## config.mk

```make
export PLATFORM = sky130hd
export DESIGN_NAME = anim_stepper_flat
export DESIGN_NICKNAME = d
export VERILOG_FILES = /design/src/rtl/anim_stepper_if.sv /design/src/rtl/anim_stepper.sv /design/src/flat_wrapper.sv
export SDC_FILE = /design/constraint.sdc
export NUM_CORES = 1
export LEC_CHECK = 0
export BUFFER_PORTS_ARGS = -buffer_cell sky130_fd_sc_hd__buf_4
export CAP_MARGIN = 30
export CELL_PAD_IN_SITES_DETAIL_PLACEMENT = 1
export CELL_PAD_IN_SITES_GLOBAL_PLACEMENT = 1
export CORE_UTILIZATION = 49
export CTS_CLUSTER_SIZE = 30
export DETAILED_ROUTE_END_ITERATION = 8
export PLACE_DENSITY_LB_ADDON = 0.1
export SYNTH_ARGS = -nofsm -noshare
export SYNTH_HDL_FRONTEND = slang
export SYNTH_SLANG_ARGS = --single-unit
```

## constraint.sdc

```tcl
create_clock -name clk -period 4.2 [get_ports clk]
set_clock_uncertainty 0.1 [all_clocks]
set_input_delay 0.84 -clock clk [delete_from_list [all_inputs] [get_ports clk]]
set_output_delay 0.84 -clock clk [all_outputs]
set_load 0.02 [all_outputs]
```

## src/rtl/anim_stepper_if.sv

```systemverilog
// Animation-speed interface between the switch-mode selector (master) and
// the animation stepper (slave).
interface anim_stepper_if #(
  parameter int CNT_W = 27,
  parameter int LED_W = 8,
  parameter int POS_W = 3
);
  logic [CNT_W-1:0] tm_value;
  logic             count_en;
  logic             tick;
  logic [POS_W-1:0] pos;
  logic             dir;
  logic [LED_W-1:0] led;

  // Selector side: supplies the period and enable, observes the pattern.
  modport master (
    output tm_value, count_en,
    input  tick, pos, dir, led
  );

  // Stepper side: consumes the period and enable, produces the pattern.
  modport slave (
    input  tm_value, count_en,
    output tick, pos, dir, led
  );
endinterface

```

## src/rtl/anim_stepper.sv

```systemverilog
// Animation stepper: emits a one-cycle tick every tm_value clocks and walks a
// one-hot LED pattern back and forth (ping-pong) on each tick.
module anim_stepper #(
  parameter int CNT_W = 27,
  parameter int LED_W = 8,
  parameter int POS_W = 3
) (
  input  logic           clk,
  input  logic           rst,
  anim_stepper_if.slave  bus
);

  localparam logic [POS_W-1:0] POS_LAST = POS_W'(LED_W - 1);
  localparam logic [POS_W-1:0] POS_TURN = POS_W'(LED_W - 2);

  logic [CNT_W-1:0] cnt_q, cnt_d;
  logic [CNT_W-1:0] tm_q, tm_d;
  logic             tick_q, tick_d;
  logic [POS_W-1:0] pos_q, pos_d;
  logic             dir_q, dir_d;
  logic [LED_W-1:0] led_q, led_d;

  // Terminal count for the current period; unsigned wrap at 0 is harmless
  // because the tm_value == 0 case is caught before this is used.
  logic [CNT_W-1:0] tm_last;
  assign tm_last = bus.tm_value - CNT_W'(1);

  // Next-state: period reload, pause, terminal count with pattern step, count.
  always_comb begin
    // NOTE: every signal gets a default here so no path leaves it unassigned;
    // a missing default would infer a latch.
    cnt_d  = cnt_q;
    tm_d   = tm_q;
    tick_d = 1'b0;
    pos_d  = pos_q;
    dir_d  = dir_q;

    if (bus.tm_value != tm_q) begin
      // A new period restarts the count; never ticks on the change edge.
      tm_d  = bus.tm_value;
      cnt_d = '0;
    end else if (!bus.count_en || bus.tm_value == '0) begin
      // Pause: discard the count, hold the pattern where it is.
      cnt_d = '0;
    end else if (cnt_q == tm_last) begin
      cnt_d  = '0;
      tick_d = 1'b1;
      if (!dir_q) begin
        if (pos_q == POS_LAST) begin
          dir_d = 1'b1;
          pos_d = POS_TURN;
        end else begin
          pos_d = pos_q + POS_W'(1);
        end
      end else begin
        if (pos_q == '0) begin
          dir_d = 1'b0;
          pos_d = POS_W'(1);
        end else begin
          pos_d = pos_q - POS_W'(1);
        end
      end
    end else begin
      cnt_d = cnt_q + CNT_W'(1);
    end

    led_d = LED_W'(1) << pos_d;
  end

  // State registers with immediate clear on reset.
  always_ff @(posedge clk or posedge rst) begin
    if (rst) begin
      cnt_q  <= '0;
      tm_q   <= '0;
      tick_q <= 1'b0;
      pos_q  <= '0;
      dir_q  <= 1'b0;
      led_q  <= LED_W'(1);
    end else begin
      // NOTE: non-blocking assignments so every flop samples pre-edge values.
      cnt_q  <= cnt_d;
      tm_q   <= tm_d;
      tick_q <= tick_d;
      pos_q  <= pos_d;
      dir_q  <= dir_d;
      led_q  <= led_d;
    end
  end

  assign bus.tick = tick_q;
  assign bus.pos  = pos_q;
  assign bus.dir  = dir_q;
  assign bus.led  = led_q;

endmodule

```

## src/flat_wrapper.sv

```systemverilog
// flat-port wrapper written by rule: the top's interface ports become plain ports
module anim_stepper_flat 
#(
  parameter int CNT_W = 27,
  parameter int LED_W = 8,
  parameter int POS_W = 3
)
  (clk, rst, bus_tm_value, bus_count_en, bus_tick, bus_pos, bus_dir, bus_led);
  anim_stepper_if #(.CNT_W(CNT_W), .LED_W(LED_W), .POS_W(POS_W)) bus_i ();
  input  logic clk;
  input  logic rst;
  input wire logic [$bits(bus_i.tm_value)-1:0] bus_tm_value;
  input wire logic [$bits(bus_i.count_en)-1:0] bus_count_en;
  output wire logic [$bits(bus_i.tick)-1:0] bus_tick;
  output wire logic [$bits(bus_i.pos)-1:0] bus_pos;
  output wire logic [$bits(bus_i.dir)-1:0] bus_dir;
  output wire logic [$bits(bus_i.led)-1:0] bus_led;
  assign bus_i.tm_value = bus_tm_value;
  assign bus_i.count_en = bus_count_en;
  assign bus_tick = bus_i.tick;
  assign bus_pos = bus_i.pos;
  assign bus_dir = bus_i.dir;
  assign bus_led = bus_i.led;
  anim_stepper #(.CNT_W(CNT_W), .LED_W(LED_W), .POS_W(POS_W)) u_core (.clk(clk), .rst(rst), .bus(bus_i));
endmodule
```

---- Word level (Yosys, flattened, before mapping) ----
Cells that the tools add are included.
word-level totals
  output and inout bits ................... 13
  register bits after elaboration ......... 67
  input bits .............................. 30
  logic and storage cells ................. 36
operators by class
  shift-type cells ........................ 1
  equality and inequality tests ........... 3
  mux-type cells .......................... 15
  reduce and logical (&&, ||, !) cells .... 5
  bitwise logic cells ..................... 2
  $add $sub $neg .......................... 4
operators with widths
  cell                                                                  count
  27-bit 2-to-1 mux                                                     3
  27-bit by 1-bit adder with 27-bit output, second input constant       1
  27-bit equality test                                                  1
  27-bit zero test                                                      1
  27-bit inequality test                                                1
  27-bit by 1-bit subtractor with 27-bit output, second input constant  1
  3-bit 2-to-1 mux                                                      6
  1-bit by 3-bit left shift with 8-bit output, first input constant     1
  1-bit 2-to-1 mux                                                      6
  3-bit by 1-bit adder with 3-bit output, second input constant         1
  3-bit equality test, second input constant                            1
  3-bit zero test                                                       1
  3-bit AND reduction                                                   1
  3-bit by 1-bit subtractor with 3-bit output, second input constant    1
  1-bit inverter                                                        2
  1-bit zero test                                                       1
  1-bit logical OR                                                      1

---- Logic depth before layout (Yosys ltp) ----
  depth in word-level cells ............... 7
  gate-level depth with buffers ........... 14
  gate-level depth less buffers ........... 10

---- Worst setup path before layout ----
No wires, ideal clock.
  path type ............................... input to register
  start ................................... input bus_tm_value[0]
  end ..................................... register u_core.dir_q (netlist: u_core.bus.dir)
  library setup time ...................... 119 ps
  stages .................................. 12
  path buffers ............................ 2
  path slack .............................. 668 ps
  arrival ................................. 3314 ps
  required time ........................... 3981 ps
  cell sequence ........................... clkbuf_1 inv_1 ha_1 nand2b_1 or4_1 a211oi_1 o21ai_1 a22o_1 nor4_4 nand2_2 buf_6 o21a_1
on the way
  cells in the longest elaborated chain, start to end .. 4
  elaborated cells between the ends (all ways) .. 8
  those cells by class .................... add/sub (1); eq/ne (2); bitwise (2); reduce/logical (3)
ends and longest elaborated chain
  element                                                                                RTL line            text
  from (decl)                                                                            flat_wrapper.sv:12  input wire logic [$bits(bus_i.tm_value)-1:0] bus_tm_value;
  branches (longest 3 deep; another with 27-bit by 1-bit subtractor with 27-bit output)  --
  3-bit AND reduction (no source line) *                                                 --
  to (signal assigned)                                                                   anim_stepper.sv:85  dir_q <= dir_d;
  to (decl)                                                                              anim_stepper.sv:20  logic dir_q, dir_d;
Mark *: on every way between the ends.
A chain may end at the register's enable or synchronous reset.

---- Worst setup path in the final report ----
  start ................................... input bus_tm_value[9]
  end ..................................... register u_core.led_q[6] (netlist: u_core.bus.led[6])
on the way
  cells in the longest elaborated chain, start to end .. 6
  elaborated cells between the ends (all ways) .. 9
  those cells by class .................... add/sub (1); eq/ne (2); shift (1); mux (3); reduce/logical (2)
ends and longest elaborated chain
  element                                        RTL line            text
  27-bit by 1-bit subtractor with 27-bit output  anim_stepper.sv:26  assign tm_last = bus.tm_value - CNT_W'(1);
  27-bit equality test                           anim_stepper.sv:45  end else if (cnt_q == tm_last) begin
  3-bit 2-to-1 mux                               anim_stepper.sv:45
  3-bit 2-to-1 mux                               anim_stepper.sv:42  end else if (!bus.count_en || bus.tm_value == '0) begin
  3-bit 2-to-1 mux *                             anim_stepper.sv:38  if (bus.tm_value != tm_q) begin
  1-bit by 3-bit left shift with 8-bit output *  anim_stepper.sv:67  led_d = LED_W'(1) << pos_d;
  named net u_core.led_d[6]                      anim_stepper.sv:21  logic [LED_W-1:0] led_q, led_d;
  to (signal assigned)                           anim_stepper.sv:86  led_q <= led_d;
  to (decl)                                      anim_stepper.sv:21
Mark *: on every way through the listed nets, which the timed path passes. The rest lies on a longest branch.

==> results.txt <==
- Status: finished clean
- Most common cell on crit path: sky130_fd_sc_hd__buf_4
* Via count of the first global-routing pass: 3,394
- For this configuration, the core starts out at a cell density of 51.7%.
- Simple-gate area share of the yosys netlist: 21.3%
- The worst-case IR drop observed on VDD is 0.000191 V.
- After detailed routing, the number of vias per cell comes to 5.51.
- Switching fraction of total power: 24.5%
* Path class of the lowest-slack min-delay path: reg2reg
* Sequential group share of total power: 48.3%
- Overall die area: 0.00864 mm2
- Root buffer selected by CTS: sky130_fd_sc_hd__clkbuf_8
- For this design, the slowest cell found on the critical path is sky130_fd_sc_hd__o311ai_1.
- Number of pins with negative max-slew slack in the final report: 0
- Largest buffer count on any clock path: 2
- R2r startpoint: u_core.cnt_q[12]
- Synthesized-area fraction occupied by xor and xnor cells: 19.9%
- Post-layout power: 1.38 mW
* Layout area overhead: 12.8%
- Of the total power, the clock network draws 41.7%.
* CP startpoint: bus_tm_value[9]
- Number of resized instances in the post-cts repair step: 0
- Last weighted congestion value of the routability-driven placer: 0.874
- Post-synth EDFFs: 0
- Final-layout setup total negative slack: 0 ps
- Share of total power in combinational logic: 10.1%
- Wire length on met2: 4800 um
- In this run the critical register-to-register path is captured at u_core.cnt_q[3].
* Routed wire per std cell: 17.6 um
- The worst register-to-register path has a depth of 9.
* Endpoint of the worst setup timing path: u_core.bus.led[6]
- Worst-path maximum fanout: 10
- Proportion of synthesized area in mux cells: 3.02%
- Highest achievable clock rate: 289 MHz
- In the final layout, the share of cells above drive strength 1 is 16.8%.
* Setup slack of the worst register-to-register path: 1300 ps
- Number of antenna violations at the first check in global routing: 0
* Maximum number of pins on one net before global-route repair: 43
- Dividing the final minimum period by the clock period gives 82.4%.
- The first global-routing pass estimated 16,800 um of wire.
- Overall die width: 93.0 um
* Cts-stage hold buffer count: 0
- After synthesis the netlist holds a flip-flop and latch count of 67.
- Initial drt markers: 97
- Met3 wire len: 326 um
* Detailed-router iteration count before antenna repair: 4
- The smallest clock period supported by the final layout is computed as 3460 ps.
- Summing the areas of all fa, ha and maj instances in the mapped netlist gives 1.85% of the synthesized area.
* Cell variety after synth: 53
- Total via count after detailed routing: 3,127
- Setup repair after global routing left no endpoint under its margin.
* Nets: 496
- Power per Cell Area: 301 mW/mm2
* H-Tree Level Count: 3
* CP Data Arrival Time: 3620 ps
- In the layout the commonest cells are sky130_fd_sc_hd__dfrtp_1, sky130_fd_sc_hd__xnor2_1, sky130_fd_sc_hd__nor2_1, sky130_fd_sc_hd__buf_4, sky130_fd_sc_hd__xor2_1.
- Sequential elements use 41.4% of the synthesized area.
- # rows: 32
- CP Launch Type: primary input
- The hold violation total from the final report came to 0.
- Clock-pin slew was measured on the worst setup and hold paths at 70 ps.
- Final HPWL from detailed placement: 7620 um
- After synthesis, the largest family of logic cells by area is simple AND/OR/NAND/NOR gates.
- Mean Syn Cell Area: 9.15 um2
- Final Setup Violations: 0
* Async S/R FF share, synth: 100%
- Max-cap violations: 0
* Global-route congestion overflow total: 0
- For the worst-skew pair, the clock arrives at the later sink with an insertion delay of 350 ps.
- Vert. Die Dim: 93.0 um
* Top Metal Used: met4
* Net count after synthesis: 479
* Gate Count Post-Synth: 443
- Remaining design rule violation count: 0
* Synth Flop Type: sky130_fd_sc_hd__dfrtp_1
- Buffers inserted during post-CTS setup optimization: 0
- Worst slew pin tran: 915 ps
- Leakage power of the design: 1.91 nW
- Series of cell instances along the critical path: buf_4, nor4_1, nand4_1, or2_2, o311ai_1, nor3_1, nand2_2, buf_4, mux2i_1
- Setup crit end kind: flop
* Biggest cell delay along the critical path: 540 ps
* Core outline area: 0.00785 mm2
* Antenna-violating nets left: 0
- In the global route stage, overall resource usage came out at 25.6%.
- Relative max-transition margin: 38.9%
- After detailed routing, the total wire length is 9950 um.
- Most common library cell in the layout ignoring fill and taps: sky130_fd_sc_hd__dfrtp_1
- In this run the power spent charging and discharging nets is 0.337 mW.
- For this run, the number of Yosys warnings is 0.
- The internal power of the cells totals 1.04 mW.
* Required time of the critical path: 4360 ps
* Number of top-level design ports: 43
* Clock tree from TritonCTS: done
- Critical setup path kind: in2reg
- 0 antenna diodes ended up in the layout.
- Synth Area in Compound Gates: 6.39%
- Number of port buffers: 42
- CTS buffer count: 9
* Mapped Area: 0.00405 mm2
- Wire length on met1: 4600 um
- For this design, the sink count on the clock tree is 67.
==> stage by stage <==
stage | instance area, um2 | hold slack (ps) | setup slack [ps] | util [%] | std cells
after floorplan | 4050 | 383 | 668 | - | 443
after global placement | 4360 | 419 | 557 | 55.6 | 551
after detailed placement | 4360 | 430 | 464 | 55.6 | 551
after CTS | 4570 | 442 | 822 | 58.3 | 567
after global routing | 4570 | 475 | 458 | 58.3 | 567
final | 4570 | 442 | 739 | 58.3 | 567
==> area by class of cell <==
cell class / count / area, um2
clock buffer: 12 / 165
clock inverter: 4 / 47.5
fill: 904 / 3270
inverter: 12 / 45.0
multi-input combinational: 319 / 2130
sequential: 67 / 1680
tap: 102 / 128
timing repair buffer: 51 / 383
==> worst max-delay path, delay by kind of cell <==
family	cells	cell delay [ps]
simple gates	5	1650
compound gates	1	540
buf+inv	2	360
mux	1	220
==> cells in the mapped netlist (2+ instances only) <==
cell type | n | area share (%)
sky130_fd_sc_hd__a211oi_1 | 3 | 0.56
sky130_fd_sc_hd__a21o_1 | 3 | 0.56
sky130_fd_sc_hd__a21oi_1 | 5 | 0.62
sky130_fd_sc_hd__a22o_1 | 2 | 0.43
sky130_fd_sc_hd__a31o_2 | 2 | 0.43
sky130_fd_sc_hd__and3_1 | 7 | 1.1
sky130_fd_sc_hd__and4_1 | 2 | 0.43
sky130_fd_sc_hd__buf_6 | 4 | 1.1
sky130_fd_sc_hd__clkbuf_1 | 38 | 3.5
sky130_fd_sc_hd__dfrtp_1 | 66 | 41
sky130_fd_sc_hd__ha_1 | 6 | 1.9
sky130_fd_sc_hd__inv_1 | 12 | 1.1
sky130_fd_sc_hd__mux2i_1 | 10 | 2.5
sky130_fd_sc_hd__nand2_1 | 26 | 2.4
sky130_fd_sc_hd__nand2b_1 | 2 | 0.31
sky130_fd_sc_hd__nand3_1 | 25 | 3.1
sky130_fd_sc_hd__nand4_1 | 15 | 2.3
sky130_fd_sc_hd__nor2_1 | 54 | 5.0
sky130_fd_sc_hd__nor2b_1 | 4 | 0.62
sky130_fd_sc_hd__nor3_1 | 16 | 2.0
sky130_fd_sc_hd__nor3b_1 | 2 | 0.37
sky130_fd_sc_hd__nor4_1 | 6 | 0.93
sky130_fd_sc_hd__nor4b_1 | 3 | 0.65
sky130_fd_sc_hd__o21a_1 | 2 | 0.37
sky130_fd_sc_hd__o21ai_0 | 7 | 0.86
sky130_fd_sc_hd__o31ai_1 | 2 | 0.37
sky130_fd_sc_hd__or2_2 | 3 | 0.46
sky130_fd_sc_hd__xnor2_1 | 60 | 13
sky130_fd_sc_hd__xor2_1 | 32 | 6.9
==> registers in the layout, indices dropped and copies added, names as in the netlist <==
name and count:
u_core.bus.led 8, u_core.bus.pos 3, u_core.bus.dir 1, u_core.cnt_q 27
u_core.bus.tick 1, u_core.tm_q 27
==> power groups by stage <==
stage / clock (mW) / sequential, mW / combinational [mW]
floorplan: 0 / 0.675 / 0.0870
global placement: 0 / 0.676 / 0.136
detailed placement: 0 / 0.677 / 0.140
CTS: 0.575 / 0.664 / 0.141
global route: 0.605 / 0.665 / 0.154
finish: 0.573 / 0.664 / 0.138
==> kinds of logic after synthesis <==
logic type | count (synthesis)
buf+inv | 57
flops | 67
simple gates | 172
compound gates | 37
mux | 12
fa+ha+maj | 6
xor+xnor | 92
==> metal layers <==
layer / vias up / track usage, %
met3: 14 / 5.09
met2: 49 / 42.7
met4: 0 / 9.36
li1: 1511 / -
met1: 1553 / 32.8
met5: - / 0
==> how the worst min path moves through the flow <==
stage | end | depth (start not counted) | slack [ps] | start
finish | u_core.cnt_q[0] | 1 | 440 | u_core.cnt_q[0]
global route | u_core.cnt_q[0] | 1 | 480 | u_core.cnt_q[0]
CTS | u_core.cnt_q[0] | 1 | 440 | u_core.cnt_q[0]
detailed placement | u_core.cnt_q[0] | 1 | 430 | u_core.cnt_q[0]
global placement | u_core.cnt_q[0] | 1 | 420 | u_core.cnt_q[0]
floorplan | u_core.cnt_q[0] | 1 | 380 | u_core.cnt_q[0]
Power figures use the tool's default switching activity.
